`config.mk`:
```
export PLATFORM = sky130hd
export DESIGN_NAME = target_generator_flat
export DESIGN_NICKNAME = d
export VERILOG_FILES = /design/src/rtl/target_generator_pkg.sv /design/src/rtl/target_generator_if.sv /design/src/rtl/target_generator_lfsr_8.sv /design/src/rtl/target_generator.sv /design/src/flat_wrapper.sv
export SDC_FILE = /design/constraint.sdc
export NUM_CORES = 1
export LEC_CHECK = 0
export ABC_CLOCK_PERIOD_IN_PS = 2140
export CAP_MARGIN = 20
export CORE_ASPECT_RATIO = 0.5
export CORE_MARGIN = 2
export CORE_UTILIZATION = 55
export CTS_CLUSTER_SIZE = 20
export DETAILED_ROUTE_END_ITERATION = 6
export PLACE_DENSITY = 0.78
export SYNTH_ARGS = -nofsm -noshare
export SYNTH_HDL_FRONTEND = slang
export SYNTH_SLANG_ARGS = --single-unit
export TNS_END_PERCENT = 50
```
`constraint.sdc`:
```
create_clock -name clk -period 2.14 [get_ports clk]
set_clock_uncertainty 0.1 [all_clocks]
set_input_delay 0.214 -clock clk [delete_from_list [all_inputs] [get_ports clk]]
set_output_delay 0.214 -clock clk [all_outputs]
set_load 0.005 [all_outputs]
```
`src/rtl/target_generator_pkg.sv`:
```
// Shared widths, LFSR feedback taps and FSM state encoding for the
// target generator game block.
package target_generator_pkg;
  localparam int NUM_W  = 4;
  localparam int LFSR_W = 8;
  // Feedback from b7, b5, b4, b3 (x^8 + x^6 + x^5 + x^4 + 1, maximal length)
  localparam logic [LFSR_W-1:0] LFSR_TAPS = 8'b1011_1000;

  typedef enum logic [2:0] {
    ST_IDLE   = 3'd0,
    ST_LOAD   = 3'd1,
    ST_WAIT   = 3'd2,
    ST_RESULT = 3'd3,
    ST_DONE   = 3'd4
  } state_e;
endpackage

```
`src/rtl/target_generator_if.sv`:
```
// Player/comparator handshake of the target generator; the game block
// is the slave, the player side (or bench) is the master.
interface target_generator_if;
  import target_generator_pkg::*;

  logic             start;
  logic             submit;
  logic             match;
  logic [0:NUM_W-1] target;
  logic             round_active;
  logic             hit;
  logic             miss;
  logic [NUM_W-1:0] score;
  logic             game_over;

  modport master (
    output start, submit, match,
    input  target, round_active, hit, miss, score, game_over
  );

  modport slave (
    input  start, submit, match,
    output target, round_active, hit, miss, score, game_over
  );
endinterface

```
`src/rtl/target_generator_lfsr_8.sv`:
```
// Free-running 8-bit Fibonacci LFSR: shifts left every cycle, the new
// bit 0 is the parity of the tapped bits.
module lfsr_8
  import target_generator_pkg::*;
#(
  parameter logic [LFSR_W-1:0] SEED = 8'hA5
) (
  input  logic              clk,
  input  logic              rst_n,
  output logic [LFSR_W-1:0] value
);

  always_ff @(posedge clk or negedge rst_n) begin
    if (!rst_n) begin
      value <= SEED;
    end else begin
      value <= {value[LFSR_W-2:0], ^(value & LFSR_TAPS)};
    end
  end

endmodule

```
`src/rtl/target_generator.sv`:
```
// Number-guessing round controller: draws a target per round from the
// LFSR, times out unanswered rounds and keeps a saturating hit score.
module target_generator
  import target_generator_pkg::*;
#(
  parameter int              ROUNDS         = 8,
  parameter int              TIMEOUT_CYCLES = 1000,
  parameter logic [LFSR_W-1:0] SEED         = 8'hA5
) (
  input logic               clk,
  input logic               rst_n,
  target_generator_if.slave bus
);

  localparam logic [2:0] S_IDLE   = ST_IDLE;
  localparam logic [2:0] S_LOAD   = ST_LOAD;
  localparam logic [2:0] S_WAIT   = ST_WAIT;
  localparam logic [2:0] S_RESULT = ST_RESULT;
  localparam logic [2:0] S_DONE   = ST_DONE;

  localparam int               TMR_W     = $clog2(TIMEOUT_CYCLES);
  localparam logic [TMR_W-1:0] TMR_ONE   = TMR_W'(1);
  localparam logic [TMR_W-1:0] TMR_LAST  = TMR_W'(TIMEOUT_CYCLES - 1);
  localparam logic [NUM_W-1:0] ONE       = NUM_W'(1);
  localparam logic [NUM_W-1:0] SCORE_MAX = '1;
  localparam logic [NUM_W-1:0] LAST_RND  = NUM_W'(ROUNDS - 1);

  logic [2:0]        r_state;
  logic [2:0]        w_state_nxt;
  logic [NUM_W-1:0]  r_target;
  logic [NUM_W-1:0]  r_score;
  logic [NUM_W-1:0]  r_round;
  logic [TMR_W-1:0]  r_timer;
  logic              r_hit;
  logic              r_miss;
  logic [LFSR_W-1:0] w_lfsr;
  logic [NUM_W-1:0]  w_nib;
  logic [NUM_W-1:0]  w_load_val;
  logic              w_timeout;
  logic              w_unused_lfsr;

  function automatic logic [NUM_W-1:0] sat_inc(input logic [NUM_W-1:0] v);
    return (v == SCORE_MAX) ? v : v + ONE;
  endfunction

  lfsr_8 #(.SEED(SEED)) u_lfsr (
    .clk   (clk),
    .rst_n (rst_n),
    .value (w_lfsr)
  );

  // Never draw the same target twice in a row: bump by one (mod 16).
  assign w_nib         = w_lfsr[NUM_W-1:0];
  assign w_load_val    = (w_nib == r_target) ? w_nib + ONE : w_nib;
  assign w_timeout     = (r_timer == TMR_LAST);
  assign w_unused_lfsr = ^w_lfsr[LFSR_W-1:NUM_W];

  always_comb begin
    w_state_nxt = r_state;
    case (r_state)
      S_IDLE, S_DONE: if (bus.start) w_state_nxt = S_LOAD;
      S_LOAD:         w_state_nxt = S_WAIT;
      S_WAIT:         if (bus.submit || w_timeout) w_state_nxt = S_RESULT;
      S_RESULT:       w_state_nxt = (r_round == LAST_RND) ? S_DONE : S_LOAD;
      default:        w_state_nxt = S_IDLE;
    endcase
  end

  always_ff @(posedge clk or negedge rst_n) begin
    if (!rst_n) begin
      r_state  <= S_IDLE;
      r_target <= '0;
      r_score  <= '0;
      r_round  <= '0;
      r_timer  <= '0;
      r_hit    <= 1'b0;
      r_miss   <= 1'b0;
    end else begin
      r_state <= w_state_nxt;
      r_hit   <= 1'b0;
      r_miss  <= 1'b0;
      case (r_state)
        S_IDLE, S_DONE: begin
          if (bus.start) begin
            r_score <= '0;
            r_round <= '0;
          end
        end
        S_LOAD: begin
          r_target <= w_load_val;
          r_timer  <= '0;
        end
        S_WAIT: begin
          r_timer <= r_timer + TMR_ONE;
          // A submit on the final timer cycle takes priority over the timeout.
          if (bus.submit) begin
            if (bus.match) begin
              r_hit   <= 1'b1;
              r_score <= sat_inc(r_score);
            end else begin
              r_miss  <= 1'b1;
            end
          end else if (w_timeout) begin
            r_miss <= 1'b1;
          end
        end
        S_RESULT: r_round <= r_round + ONE;
        default: ;
      endcase
    end
  end

  assign bus.target       = r_target;
  assign bus.round_active = (r_state == S_WAIT);
  assign bus.hit          = r_hit;
  assign bus.miss         = r_miss;
  assign bus.score        = r_score;
  assign bus.game_over    = (r_state == S_DONE);

endmodule

```
`src/flat_wrapper.sv`:
```
// flat-port wrapper written by rule: the top's interface ports become plain ports
module target_generator_flat import target_generator_pkg::*;
#(
  parameter int              ROUNDS         = 8,
  parameter int              TIMEOUT_CYCLES = 1000,
  parameter logic [LFSR_W-1:0] SEED         = 8'hA5
)
  (clk, rst_n, bus_start, bus_submit, bus_match, bus_target, bus_round_active, bus_hit, bus_miss, bus_score, bus_game_over);
  target_generator_if bus_i ();
  input logic clk;
  input logic rst_n;
  input wire logic [$bits(bus_i.start)-1:0] bus_start;
  input wire logic [$bits(bus_i.submit)-1:0] bus_submit;
  input wire logic [$bits(bus_i.match)-1:0] bus_match;
  output wire logic [$bits(bus_i.target)-1:0] bus_target;
  output wire logic [$bits(bus_i.round_active)-1:0] bus_round_active;
  output wire logic [$bits(bus_i.hit)-1:0] bus_hit;
  output wire logic [$bits(bus_i.miss)-1:0] bus_miss;
  output wire logic [$bits(bus_i.score)-1:0] bus_score;
  output wire logic [$bits(bus_i.game_over)-1:0] bus_game_over;
  assign bus_i.start = bus_start;
  assign bus_i.submit = bus_submit;
  assign bus_i.match = bus_match;
  assign bus_target = bus_i.target;
  assign bus_round_active = bus_i.round_active;
  assign bus_hit = bus_i.hit;
  assign bus_miss = bus_i.miss;
  assign bus_score = bus_i.score;
  assign bus_game_over = bus_i.game_over;
  target_generator #(.ROUNDS(ROUNDS), .TIMEOUT_CYCLES(TIMEOUT_CYCLES), .SEED(SEED)) u_core (.clk(clk), .rst_n(rst_n), .bus(bus_i));
endmodule
```
==> After elaboration in Yosys (flattened, before gate mapping) <==
Index checks and enable logic that the tools add are counted.
{ "totals": {"regBits": 35, "output_inout_bits": 12, "inputBits": 5, "elab_cells": 54} }
{ "op_classes": {"eq_ne": 13, "n_reduce_logical": 10, "n_addsub": 4, "n_mux": 19} }
{ "ops": {"columns": ["op", "count"], "rows": [
  ["$mux W4", 5],
  ["$pmux W10 S2", 1],
  ["$pmux W4 S2", 2],
  ["$add A4 B1 Y4 const B", 3],
  ["$pmux W3 S4", 1],
  ["$add A10 B1 Y10 const B", 1],
  ["$eq A10 B10 Y1 const B", 1],
  ["$mux W3", 3],
  ["$ne A2 B2 Y1 const B", 4],
  ["$reduce_xor A8 Y1", 1],
  ["$mux W1", 7],
  ["$eq A3 B2 Y1 const B", 2],
  ["$reduce_bool A2 Y1", 3],
  ["$reduce_and A5 Y1", 1],
  ["$eq A4 B3 Y1 const B", 1],
  ["$eq A4 B4 Y1", 1],
  ["$eq A4 B4 Y1 const B", 1],
  ["$reduce_and A2 Y1", 2],
  ["$eq A3 B1 Y1 const B", 1],
  ["$eq A3 B3 Y1 const B", 1],
  ["$logic_not A3 Y1", 1],
  ["$ne A2 B1 Y1 const B", 1],
  ["$reduce_or A2 Y1", 1],
  ["$logic_or A1 B1 Y1", 1]
]} }

==> Longest topological paths before layout <==
{ "depth": {"word_depth": 5, "depth_mapped": 6, "ltp_nobuf": 5} }

==> Hierarchy <==
Synthesis repeated with hierarchy kept, for this count alone.
{ "hier_totals": {"cells_unflattened": 157, "hier_area_um2": 1629.1} }
{ "modules_own_cells": {"columns": ["mod", "cells_each", "n_inst", "seq_area_each_um2", "area_each_um2"], "rows": [
  ["target_generator", 146, 1, 675.6, 1397.6],
  ["lfsr_8", 11, 1, 205.2, 231.5]
]} }

==> Worst setup path after synthesis <==
OpenSTA, ideal clock, no wires.
{ "synth_path": {"path_kind": "register to register", "from": "register u_core.r_state[2]", "to": "register u_core.r_score[2] (netlist: u_core.bus.score[2])", "setup_ps": 118, "setup_slack_ps": 304, "n_path_buf": 0, "synth_period_minus_slack_ps": 1836, "arrival_time_ps": 1618, "stages_incl_launch_ff": 5, "required_time_ps": 1922, "cell_sequence": "dfrtp_1 or3b_1 or4_4 o2bb2ai_1 a21o_1"} }
{ "synth_via": {"elab_chain_len": 4, "elab_cells_between_ends": 11, "cone_classes": "6 x eq/ne; 1 x mux; 4 x reduce/logical"} }
{ "synth_lines": {"columns": ["element", "line", "rtl"], "rows": [
  ["start, declared", "target_generator.sv:28", "logic [2:0] r_state;"],
  ["start signal, assigned", "target_generator.sv:79", "r_state <= w_state_nxt;"],
  ["$eq A3 B3 Y1 or $logic_not A3 Y1 (tied branches)", "target_generator.sv:82", "case (r_state)"],
  ["$reduce_or A2 Y1", "target_generator.sv:82", null],
  ["$ne A2 B2 Y1 (no source line) or $reduce_bool A2 Y1 (tied branches)", null, null],
  ["$reduce_and A5 Y1 (no source line)", null, null],
  ["end signal, assigned", "target_generator.sv:99", "r_score <= sat_inc(r_score);"],
  ["end, declared", "target_generator.sv:31", "logic [NUM_W-1:0] r_score;"]
]} }
Parallel ways exist; a longest one is shown, timed or not.
A chain may end at the register's enable or synchronous reset.

==> Worst setup path after layout <==
{ "layout_path": {"from": "register u_core.r_state[0]", "to": "output bus_game_over"} }
{ "layout_via": {"elab_chain_len": 1} }
{ "layout_lines": {"columns": ["element", "line", "rtl"], "rows": [
  ["$eq A3 B3 Y1", "target_generator.sv:118", "assign bus.game_over = (r_state == S_DONE);"],
  ["end, declared", "flat_wrapper.sv:20", "output wire logic [$bits(bus_i.game_over)-1:0] bus_game_over;"]
]} }
No other way between the ends.

==> impl_metrics.ini <==
[die]
ioPinCount = 17
die-area_um2 = 3405
core_um2 = 2684
die_h_um = 42.28
rows = 13
start_util = 0.6005
die_w_um = 80.55

[finish]
nets = 190
design_area_um2 = 1962
syn2layout_area_growth_pct = 21.74
final.fill_count = 193
fin_util = 0.7310
n_antenna_cell = 0
drive_above_1_share = 0.1264

[yosys]
synth_flop_cell = dfrtp_1
synth_most_common_cell = dfrtp_1
netlist_instances = 152
synth_commonest_cells = dfrtp_1 (31), nand2_1 (19), o21ai_0 (14)
synth_nets = 161
synth_compound_area_frac = 0.1102
synthSimpleGateAreaFrac = 0.2120
synthArstFlopShare = 1.000
avgSynthCellArea_um2 = 10.60
synthAdderAreaFrac = 0.03106
synth_top_area_share = 0.4814
synth_area_leaders = dfrtp_1 (48%), dfstp_2 (6.5%), nand2_1 (4.4%), o21ai_0 (4.3%), xnor2_1 (3.8%)
ys_ff_latch = 35
ys_seq_area_frac = 0.5466
synth-edff-count = 0
synth_top_area_cell = dfrtp_1
synth-xor-area-share = 0.04348
muxShareOfSynthArea = 0.04425
yosysUniqueCellTypes = 38
synth_top_family_by_area = simple AND/OR/NAND/NOR gates
synthesis.area_um2 = 1612
yosys_warnings = 0

[placement]
placed_cell_area_um2 = 1839
place.gp.congestion = 0.8295
dpl_worst_slack_ps = 202.9
hpwl_um = 2099
numPortBuffers = 16

[detailed_routing]
wl_per_cell_um = 13.82
ant_nets = 0
drt_iter0_drc = 86
vias = 1220
wirelength_um = 3026
vias_per_cell = 5.571
dr.pass1.iters = 4
drc = 0

[sta]
setup_viol_count_final = 0
tns_ps = 0
finalHoldViolCount = 0
finalCritPeriodShare = 0.9385
slew_violations = 0
worst_pin_slew_ps = 435.5
fin_crit_ps = 2008
max_slew_margin = 0.7070
rsz0062_at_grt = no
max_freq_ghz = 0.4979
setup_slack_ps = 131.7

[cts]
numCtsBuffers = 5
insertion_delay_ps = 280
cts_tree = yes
cts_buffer_depth = 2
ctsHtreeMaxLevel = 2
root_buffer = clkbuf_8
cts.clk_slew.worst_paths_ps = 70
clock-sinks = 35

[job]
maxCapViolations = 0

[critical_path]
critPathCaptureType = output pin
cp.arrival_ps = 1690
worstSetupPathType = register to output pin
worstSetupStartpoint = u_core.r_state[0]
crit_fanout = 5
crit_path_start_kind = register
required_ps = 1830
r2r_start = u_core.r_state[2]

[pwr]
leakagePower_nw = 0.9139
peakVddDrop_uv = 583.9
p_per_area_nw_per_um2 = 997.2

[global_route]
grt_max_degree = 36
grt_overflow = 0
grt_antenna_before_repair = 0
grt_pass1_vias = 1144
grt_pass1_wl_um = 5154
track_usage = 0.2045

[hold_path]
min_path_type = input port to async pin

[status]
status = finished, final reports clean
critical path, stage by stage (launching register included):
cell	delay, ps
dfrtp_1	380
buf_4	150
nor2_2	200
and2_1	180
clkdlybuf4s50_1	500
logic make-up (layout without fill, tap and decap cells):
group                    Yosys count  after routing
AND/OR/NAND/NOR                   64             64
flip-flops                        35             35
AO/OA/AOI/OAI                     29             29
XOR/XNOR                           8              8
multiplexers                       7              7
buffers and inverters              5             35
adder cells (fa/ha/maj)            4              4
layout by cell type, fill, tap and decap left out, types with 2 or more instances in the layout:
master           count
dfrtp_1             31
nand2_1             19
clkdlybuf4s50_1     15
o21ai_0             14
nand3_1              9
nor2_1               8
xnor2_1              7
buf_4                7
nand4_1              6
mux2i_1              6
a21oi_1              5
clkbuf_8             5
and2_1               4
ha_1                 4
dfstp_2              4
nand3b_1             3
a22o_1               3
and3_1               2
nor3b_1              2
o31ai_1              2
inv_1                2
clkbuf_1             2
repair_timing:
| action | CTS | global route |
|---|---|---|
| setup endpoints to repair | 1 | 2 |
| hold buffers | 0 | 0 |
| gates resized for setup | 1 | 3 |
| buffers inserted | 3 | 1 |
final timing paths:
path                            slack (ps)  cells past startpoint                      to
max in group asynchronous             1360                      2  u_core.u_lfsr.value[2]
min in group clk                       250                      0  u_core.u_lfsr.value[7]
worst max register to register         250                      5     u_core.bus.score[3]
worst min register to register         250                      0  u_core.u_lfsr.value[7]
worst max-delay path                   130                      4           bus_game_over
worst min-delay path                   240                      2       u_core.r_round[1]
state kept, by name, summed over array words and instances, names as in the netlist:
signal / count
u_core.bus.target: 4
u_core.u_lfsr.value: 8
u_core.r_state: 3
u_core.r_timer: 10
u_core.bus.score: 4
u_core.bus.miss: 1
u_core.r_round: 4
u_core.bus.hit: 1
power by group:
group	switching, mW	total, mW	leakage, nW	internal [mW]
registers	0.0796	0.837	0.463	0.758
logic	0.360	0.669	0.409	0.309
clock network	0.222	0.450	0.0422	0.228
area by class of cell:
class,instances,area [µm²],area share
sequential,35,880.8,0.4490
multi-input combinational,112,715.7,0.3648
timing repair buffer,24,226.5,0.1154
clock buffer,7,76.32,0.03890
tap,37,46.29,0.02360
inverter,3,11.26,0.005740
clock inverter,1,5.005,0.002551
per-stage QoR:
stage / cells / power, mW / hold slack (ps)
6_report: 219 / 1.956 / 237.7
5_1_grt: 219 / 2.086 / 262.7
4_1_cts: 218 / 1.950 / 248.9
3_5_place_dp: 207 / 1.461 / 239.5
3_3_place_gp: 207 / 1.441 / 236.2
2_1_floorplan: 152 / 1.210 / -181.6
routing by layer:
layer | share of wire | up-vias | GRT usage
li1 | - | 608 | -
met1 | 0.51 | 585 | 0.2930
met2 | 0.43 | 22 | 0.2883
met3 | 0.053 | 5 | 0.07759
met4 | 0.0096 | 0 | 0.06441
met5 | 0 | - | 0
No activity file was read; power rests on OpenSTA's default activity.
